[src/rtl/tag_pkg.sv]
// Shared types and width helpers for the two-bank tag store controller.
package tag_pkg;

  typedef enum logic [1:0] {
    IDLE  = 2'd0,
    CONF  = 2'd1,
    FLUSH = 2'd2
  } state_t;

  function automatic int adr_w(input int satir);
    return $clog2(satir);
  endfunction

  function automatic int bank_w(input int satir);
    return $clog2(satir) - 1;
  endfunction

endpackage

[src/rtl/tag_banka_secici.sv]
// Maps the two read-port line addresses onto the even/odd tag banks.
module tag_banka_secici
  import tag_pkg::*;
#(
  parameter int SATIR = 512,
  localparam int ADR_W = adr_w(SATIR),
  localparam int BANK_W = bank_w(SATIR)
) (
  input  logic [ADR_W-1:0]  radr0,
  input  logic [ADR_W-1:0]  radr1,
  output logic [BANK_W-1:0] adr_even,
  output logic [BANK_W-1:0] adr_odd,
  output logic              conflict,
  output logic              sel0,
  output logic              sel1
);

  always_comb begin
    sel0     = radr0[0];
    sel1     = radr1[0];
    conflict = (radr0[0] == radr1[0]) && (radr0 != radr1);
    adr_even = '0;
    adr_odd  = '0;
    // Port 1 is assigned first so port 0 owns a bank both ports want.
    if (!radr1[0]) adr_even = radr1[ADR_W-1:1];
    if (radr1[0])  adr_odd  = radr1[ADR_W-1:1];
    if (!radr0[0]) adr_even = radr0[ADR_W-1:1];
    if (radr0[0])  adr_odd  = radr0[ADR_W-1:1];
  end

endmodule

[src/rtl/tag_bellek_denetleyici.sv]
// Two-bank tag store controller: dual read ports with conflict serialisation,
// valid-bit ownership, per-port hit compare and a multi-cycle flush sweep.
module tag_bellek_denetleyici
  import tag_pkg::*;
#(
  parameter int SATIR = 512,
  parameter int TAG_W = 8,
  localparam int ADR_W = adr_w(SATIR),
  localparam int BANK_W = bank_w(SATIR)
) (
  input  logic              clk_i,
  input  logic              rst_ni,
  input  logic              rd_valid_i,
  output logic              rd_ready_o,
  input  logic [ADR_W-1:0]  radr0_i,
  input  logic [ADR_W-1:0]  radr1_i,
  input  logic [TAG_W-1:0]  cmp0_i,
  input  logic [TAG_W-1:0]  cmp1_i,
  output logic              rd_rvalid_o,
  output logic [TAG_W:0]    data0_o,
  output logic [TAG_W:0]    data1_o,
  output logic              hit0_o,
  output logic              hit1_o,
  input  logic              wen_i,
  input  logic [ADR_W-1:0]  wadr_i,
  input  logic [TAG_W-1:0]  wtag_i,
  input  logic              inv_i,
  input  logic [ADR_W-1:0]  inv_adr_i,
  input  logic              flush_i,
  output logic              busy_o,
  output logic              we0_o,
  output logic              we1_o,
  output logic [BANK_W-1:0] adr0_o,
  output logic [BANK_W-1:0] adr1_o,
  output logic [TAG_W-1:0]  wdata0_o,
  output logic [TAG_W-1:0]  wdata1_o,
  input  logic [TAG_W-1:0]  rdata0_i,
  input  logic [TAG_W-1:0]  rdata1_i
);

  state_t state_q, state_d;
  logic [SATIR-1:0]  valid_q;
  logic [BANK_W-1:0] cnt_q;
  logic              rv_q, held_q;
  logic              sel0_q, sel1_q, v0_q, v1_q;
  logic [TAG_W-1:0]  cmp0_q, cmp1_q;
  logic [ADR_W-1:0]  radr1_q;
  logic [TAG_W:0]    hold0_q;

  logic [BANK_W-1:0] adr_even, adr_odd;
  logic              conflict, sel0, sel1;
  logic              accept, wr, clr_all;
  logic [TAG_W:0]    word0, word1;

  tag_banka_secici #(.SATIR(SATIR)) u_secici (
    .radr0    (radr0_i),
    .radr1    (radr1_i),
    .adr_even (adr_even),
    .adr_odd  (adr_odd),
    .conflict (conflict),
    .sel0     (sel0),
    .sel1     (sel1)
  );

  always_comb begin
    state_d    = state_q;
    rd_ready_o = 1'b0;
    we0_o      = 1'b0;
    we1_o      = 1'b0;
    adr0_o     = '0;
    adr1_o     = '0;
    wdata0_o   = '0;
    wdata1_o   = '0;
    accept     = 1'b0;
    wr         = 1'b0;
    clr_all    = 1'b0;
    unique case (state_q)
      IDLE: begin
        // Requests are not decoded while reset is held.
        if (rst_ni) begin
          if (flush_i) begin
            state_d = FLUSH;
            clr_all = 1'b1;
          end else if (wen_i) begin
            wr = 1'b1;
            if (wadr_i[0]) begin
              we1_o    = 1'b1;
              adr1_o   = wadr_i[ADR_W-1:1];
              wdata1_o = wtag_i;
            end else begin
              we0_o    = 1'b1;
              adr0_o   = wadr_i[ADR_W-1:1];
              wdata0_o = wtag_i;
            end
          end else begin
            rd_ready_o = 1'b1;
            if (rd_valid_i) begin
              accept = 1'b1;
              adr0_o = adr_even;
              adr1_o = adr_odd;
              if (conflict) state_d = CONF;
            end
          end
        end
      end
      CONF: begin
        if (radr1_q[0]) adr1_o = radr1_q[ADR_W-1:1];
        else            adr0_o = radr1_q[ADR_W-1:1];
        state_d = IDLE;
      end
      FLUSH: begin
        we0_o  = 1'b1;
        we1_o  = 1'b1;
        adr0_o = cnt_q;
        adr1_o = cnt_q;
        if (cnt_q == '1) state_d = IDLE;
      end
      default: state_d = IDLE;
    endcase
  end

  always_ff @(posedge clk_i or negedge rst_ni) begin
    if (!rst_ni) begin
      state_q <= IDLE;
      cnt_q   <= '0;
      rv_q    <= 1'b0;
      held_q  <= 1'b0;
      valid_q <= '0;
    end else begin
      state_q <= state_d;
      cnt_q   <= (state_q == FLUSH) ? cnt_q + 1'b1 : '0;
      rv_q    <= (accept && !conflict) || (state_q == CONF);
      held_q  <= (state_q == CONF);
      if (clr_all) begin
        valid_q <= '0;
      end else if (state_q != FLUSH) begin
        // The write is applied last so it wins over a same-line invalidate.
        if (inv_i) valid_q[inv_adr_i] <= 1'b0;
        if (wr)    valid_q[wadr_i]    <= 1'b1;
      end
    end
  end

  // Issue stage: capture per-port context; SRAM data arrives next cycle.
  always_ff @(posedge clk_i) begin
    if (accept) begin
      sel0_q  <= sel0;
      sel1_q  <= sel1;
      v0_q    <= valid_q[radr0_i];
      v1_q    <= valid_q[radr1_i];
      cmp0_q  <= cmp0_i;
      cmp1_q  <= cmp1_i;
      radr1_q <= radr1_i;
    end
    if (state_q == CONF) begin
      hold0_q <= word0;
      sel1_q  <= radr1_q[0];
      v1_q    <= valid_q[radr1_q];
    end
  end

  // Result stage.
  assign word0       = {v0_q, sel0_q ? rdata1_i : rdata0_i};
  assign word1       = {v1_q, sel1_q ? rdata1_i : rdata0_i};
  assign data0_o     = !rv_q ? '0 : (held_q ? hold0_q : word0);
  assign data1_o     = rv_q ? word1 : '0;
  assign hit0_o      = data0_o[TAG_W] && (data0_o[TAG_W-1:0] == cmp0_q);
  assign hit1_o      = data1_o[TAG_W] && (data1_o[TAG_W-1:0] == cmp1_q);
  assign rd_rvalid_o = rv_q;
  assign busy_o      = (state_q == FLUSH);

endmodule

[config.mk]
export PLATFORM = sky130hd
export DESIGN_NAME = tag_bellek_denetleyici
export DESIGN_NICKNAME = d
export VERILOG_FILES = /design/src/rtl/tag_pkg.sv /design/src/rtl/tag_banka_secici.sv /design/src/rtl/tag_bellek_denetleyici.sv
export SDC_FILE = /design/constraint.sdc
export NUM_CORES = 2
export LEC_CHECK = 0
export CAP_MARGIN = 5
export CORE_MARGIN = 4
export CORE_UTILIZATION = 35
export DETAILED_ROUTE_END_ITERATION = 8
export PLACE_DENSITY_LB_ADDON = 0.08
export SLEW_MARGIN = 15
export SYNTH_ARGS = -nofsm -noshare
export SYNTH_HDL_FRONTEND = slang
export SYNTH_SLANG_ARGS = --single-unit
[constraint.sdc]
create_clock -name clk_i -period 9.3 [get_ports clk_i]
set_clock_uncertainty 0.1 [all_clocks]
set_input_delay 1.86 -clock clk_i [delete_from_list [all_inputs] [get_ports clk_i]]
set_output_delay 1.86 -clock clk_i [all_outputs]
set_load 0.02 [all_outputs]
Word-level counts from Yosys, hierarchy flattened
Index checks and enable logic that the tools add are counted.

Register bits: 562. Bits of input ports: 82. Output and inout bits: 57.

Add/sub/neg operators: 1. Order comparisons: 7. Eq/ne operators: 13. Muxes and demuxes: 87. Bitwise operators: 3. Reductions and logical operators: 12.

Operator list (count): 512-bit 2-to-1 mux (6); 512-bit AND (1); 512-bit NOT (1); 512-bit bitwise OR (1); 8-bit 2-to-1 mux (29); 9-bit by 10-bit < comparator with 1-bit output, second input constant (5); 8-bit one-hot mux with 3 select lines (2); 1-bit 2-to-1 mux (33); 1-bit binary-select mux with 9-bit select (3); 9-bit 2-to-1 mux (3); 1-bit demux with 9-bit select (2); 9-bit by 1-bit greater-or-equal comparator with 1-bit output, second input constant (2); 8-bit equality test (2); 2-bit 2-to-1 mux (6); 3-bit != test, second input constant (3); 9-bit != test (1); 8-bit by 1-bit adder with 8-bit output, second input constant (1); 8-bit equality test, second input constant (1); 1-bit logical AND (6); 5-bit AND reduction (1); 2-bit != test, second input constant (2); 1-bit one-hot mux with 2 select lines (2); 2-bit one-hot mux with 2 select lines (1); 2-bit nonzero test (2); other kinds (7) (7).

Logic depth before layout (Yosys ltp)
Depth in word-level cells: 13. Depth in mapped cells: 12. Gate-level depth less buffers: 8.

Cells and area by module
From an unflattened synthesis, not the netlist that was laid out.

Cell total of the unflattened synthesis: 3825. Area total of the unflattened synthesis: 38704.6 µm².

By module, submodules not included: tag_bellek_denetleyici (instances 1, cells each 3770, area each 38383.1 µm², seq. area each 14253.7 µm²); tag_banka_secici (instances 1, cells each 55, area each 321.6 µm², seq. area each 0.0 µm²).

Worst setup path before layout
OpenSTA, ideal clock, no wires.

Kind: input port to output port. Start: input radr0_i[0]. End: output adr0_o[2]. Data arrival time: 3.960 ns. Data required time: 7.340 ns. Setup slack: 3.380 ns. Stages on the path: 9. Path buffers: 6. Path through: clkbuf_1 -> buf_6 -> buf_2 -> buf_2 -> clkbuf_1 -> nor2b_1 -> clkbuf_1 -> a21oi_1 -> o21ai_0.

Word-level cells in the longest chain between the ends: 6.

RTL lines: from (decl) (line tag_bellek_denetleyici.sv:15) `input logic [ADR_W-1:0] radr0_i,`; 8-bit 2-to-1 mux (line tag_banka_secici.sv:27) `if (!radr0[0]) adr_even = radr0[ADR_W-1:1];`; 8-bit 2-to-1 mux (line tag_bellek_denetleyici.sv:97) `if (rd_valid_i) begin`; 8-bit 2-to-1 mux (line tag_bellek_denetleyici.sv:84) `end else if (wen_i) begin`; 8-bit 2-to-1 mux (line tag_bellek_denetleyici.sv:81) `if (flush_i) begin`; 8-bit 2-to-1 mux (line tag_bellek_denetleyici.sv:80) `if (rst_ni) begin`; 8-bit one-hot mux with 3 select lines (line tag_bellek_denetleyici.sv:77) `unique case (state_q)`; to (decl) (line tag_bellek_denetleyici.sv:33) `output logic [BANK_W-1:0] adr0_o,`.

No other way between the ends.

Final worst setup path
Start: input wadr_i[0]. End: output adr0_o[4].

Word-level cells in the longest chain between the ends: 5.

RTL lines: from (decl) (line tag_bellek_denetleyici.sv:25) `input logic [ADR_W-1:0] wadr_i,`; 8-bit 2-to-1 mux (line tag_bellek_denetleyici.sv:86) `if (wadr_i[0]) begin`; 8-bit 2-to-1 mux (line tag_bellek_denetleyici.sv:84); 8-bit 2-to-1 mux (line tag_bellek_denetleyici.sv:81); 8-bit 2-to-1 mux (line tag_bellek_denetleyici.sv:80); 8-bit one-hot mux with 3 select lines (line tag_bellek_denetleyici.sv:77).

No other way between the ends.

==> flow_summary.ini <==
[clock_network]
insertion_delay_ps = 640
clock_sinks = 562
cts_setup_buffers = 0
cts_buffers = 72
cts_tree = built
cts_resized = 0
clk_path_buf_depth = 3
root_buffer = clkbuf_16
cts.reportedPaths.clkPinSlew_ps = 60
cts_hold_buf = 0
htree_levels = 3

[detailed_routing]
drt-pass1-iter-count = 9
drc = 0
wire_per_inst_um = 38.29
vias = 36450
viasPerCell = 7.218
antenna_left = 0
drt_iter0_markers = 6013
totalWireLength_um = 193300

[grt]
grt_use_total_pct = 32.62
grt_max_degree = 135
antenna_found_initial = 11
grt_pass1_wl_um = 271600
grt-ovfl-total = 0
grt_pass1_vias = 35180

[power_and_ir_drop]
p_leak_nw = 15.67
ir_worst_vdd_v = 0.0001250
powerDensity_nw_per_um2 = 159.4

[timing]
worst_slew_pin_slew_ps = 1313
finalHoldViolCount = 0
slew_headroom_pct = 12.43
post-route-min-period_ps = 6726
finalSetupTns_ps = 0
setup_viol = 0
holdWs_ps = 378.7
max_freq_mhz = 148.7
fin_crit_sh_pct = 72.32
rsz0062_at_grt = no
slew_violations = 0

[floorplanning]
rows = 120
die_area_um2 = 114500
fp.dieW_um = 338.4
start_util_pct = 35.45
io-pin-count = 139
core_area_um2 = 107800
die_h_um = 338.4

[hold_path]
min_path_type = reg2reg

[logic_synthesis]
yosys_warnings = 0
ys_ff_latch = 562
ys_seq_area_share_pct = 37.30
synth_top_area_share_pct = 34.31
synth_cell_types = 61
avgSynthCellArea_um2 = 10.25
synthTopCellsByArea = dfrtp_1, mux4_2, o21ai_0
synth_cells = 3727
async_reset_ff_share_pct = 93.24
synth_area_leader_cell = dfrtp_1
synthesis.nets = 3810
synthFlopType = dfrtp_1
synth_area_um2 = 38220
synth-edff-count = 38

[outcome]
status = finished, final reports clean

[critical_path]
critical_path_arrival_ps = 4770
critPathMaxFanout = 22
critPathLaunchType = primary input
required_ps = 7340
critical_path_class = in2out
cp-end-kind = output pin

[final_layout]
drive_gt1_share_pct = 18.19
regArea_um2 = 14250
multiInputGateArea_um2 = 22130
final_common_cell = o21ai_0
area_growth_syn_to_layout_pct = 11.93
finalInstanceArea_um2 = 42770
final_cell_mix = o21ai_0, a21oi_1, dfrtp_1
final_nets = 3661
num-fill-cells = 10330
utilization_pct = 39.68

[placement]
place_hpwl_um = 107100
place.gp.congestion = 0.8996
place_area_um2 = 40290
io_buffer_count = 138

[flow_run]
maxCapViolCount = 0
kinds of logic (layout without fill, tap and decap cells):
group | after synthesis | count (layout) | synth area share, %
compound gates | 1749 | 1749 | 24.12
xor+xnor | 28 | 28 | 0.6417
fa+ha+maj | 1 | 1 | 0.03274
buf+inv | 465 | 372 | 5.487
flops | 562 | 562 | 37.30
mux | 521 | 521 | 27.15
other cells | 0 | 13 | 0
simple gates | 401 | 401 | 5.271
per-stage QoR:
stage	setup slack [ps]	total power [mW]	cells
after floorplan	3380	3.330	3727
final	2574	6.819	5050
after global routing	2408	7.013	5037
after global placement	2732	3.839	4907
after detailed placement	2640	3.866	4907
after CTS	2635	6.818	5037
registers in the layout, indices dropped and copies added (netlist names):
signal / count
rd_rvalid_o: 1
state_q: 2
held_q: 1
v0_q: 1
radr1_q: 9
v1_q: 1
cmp0_q: 8
cnt_q: 8
sel1_q: 1
valid_q: 512
cmp1_q: 8
sel0_q: 1
hold0_q: 9
routing by layer:
metal | GRT usage, % | wire length [um] | vias to the layer above
li1 | - | - | 14140
met2 | 46.46 | 81460 | 2936
met3 | 10.81 | 26030 | 597
met4 | 16.36 | 10770 | 0
met5 | 0 | 0 | -
met1 | 44.41 | 75090 | 18780
path summary, 6_finish.rpt:
check,slack [ps],startpoint,cells past startpoint,end
setup / recovery,2570,wadr_i[0],5,adr0_o[4]
hold / removal,380,v0_q,0,hold0_q[8]
setup reg to reg,4630,radr1_q[0],9,v1_q
hold reg to reg,380,v0_q,0,hold0_q[8]
max in group asynchronous,5160,rst_ni,4,valid_q[83]
min in group asynchronous,1010,rst_ni,1,valid_q[297]
cell type report:
cell class                 instances  share of cell area [%]
timing repair buffer             231                   4.970
tap                             1403                   4.104
multi-input combinational       2700                   51.72
inverter                          11                  0.1141
sequential                       562                   33.32
clock inverter                    23                  0.5938
clock buffer                     107                   5.096
antenna                           13                 0.07605
Yosys cell counts, drive strengths merged (10+ instances only):
cell,count
and2,24
nand2,94
buf,120
o221ai,29
nor3,23
xnor2,14
nand4,15
mux2,11
a22o,14
a21oi,551
inv,10
edfxtp,38
xor2,14
nor2,80
nand2b,23
mux2i,105
o22ai,19
mux4,405
o21ai,1060
clkbuf,334
a222oi,16
a211oi,10
nor2b,35
dfrtp,524
nand3,58
power breakdown:
group          total [mW]  leakage [nW]  internal (mW)  switching [mW]
registers            2.53          7.65           2.49          0.0381
clock network        2.95          1.20           1.76            1.20
logic                1.33          6.82          0.325            1.01
critical path, cell delays in order:
cell and delay [ps]:
clkdlybuf4s50_1 740, nor2_2 1010, a222oi_1 280, o21ai_0 190, clkdlybuf4s50_1 680
No activity file was read; power rests on OpenSTA's default activity.
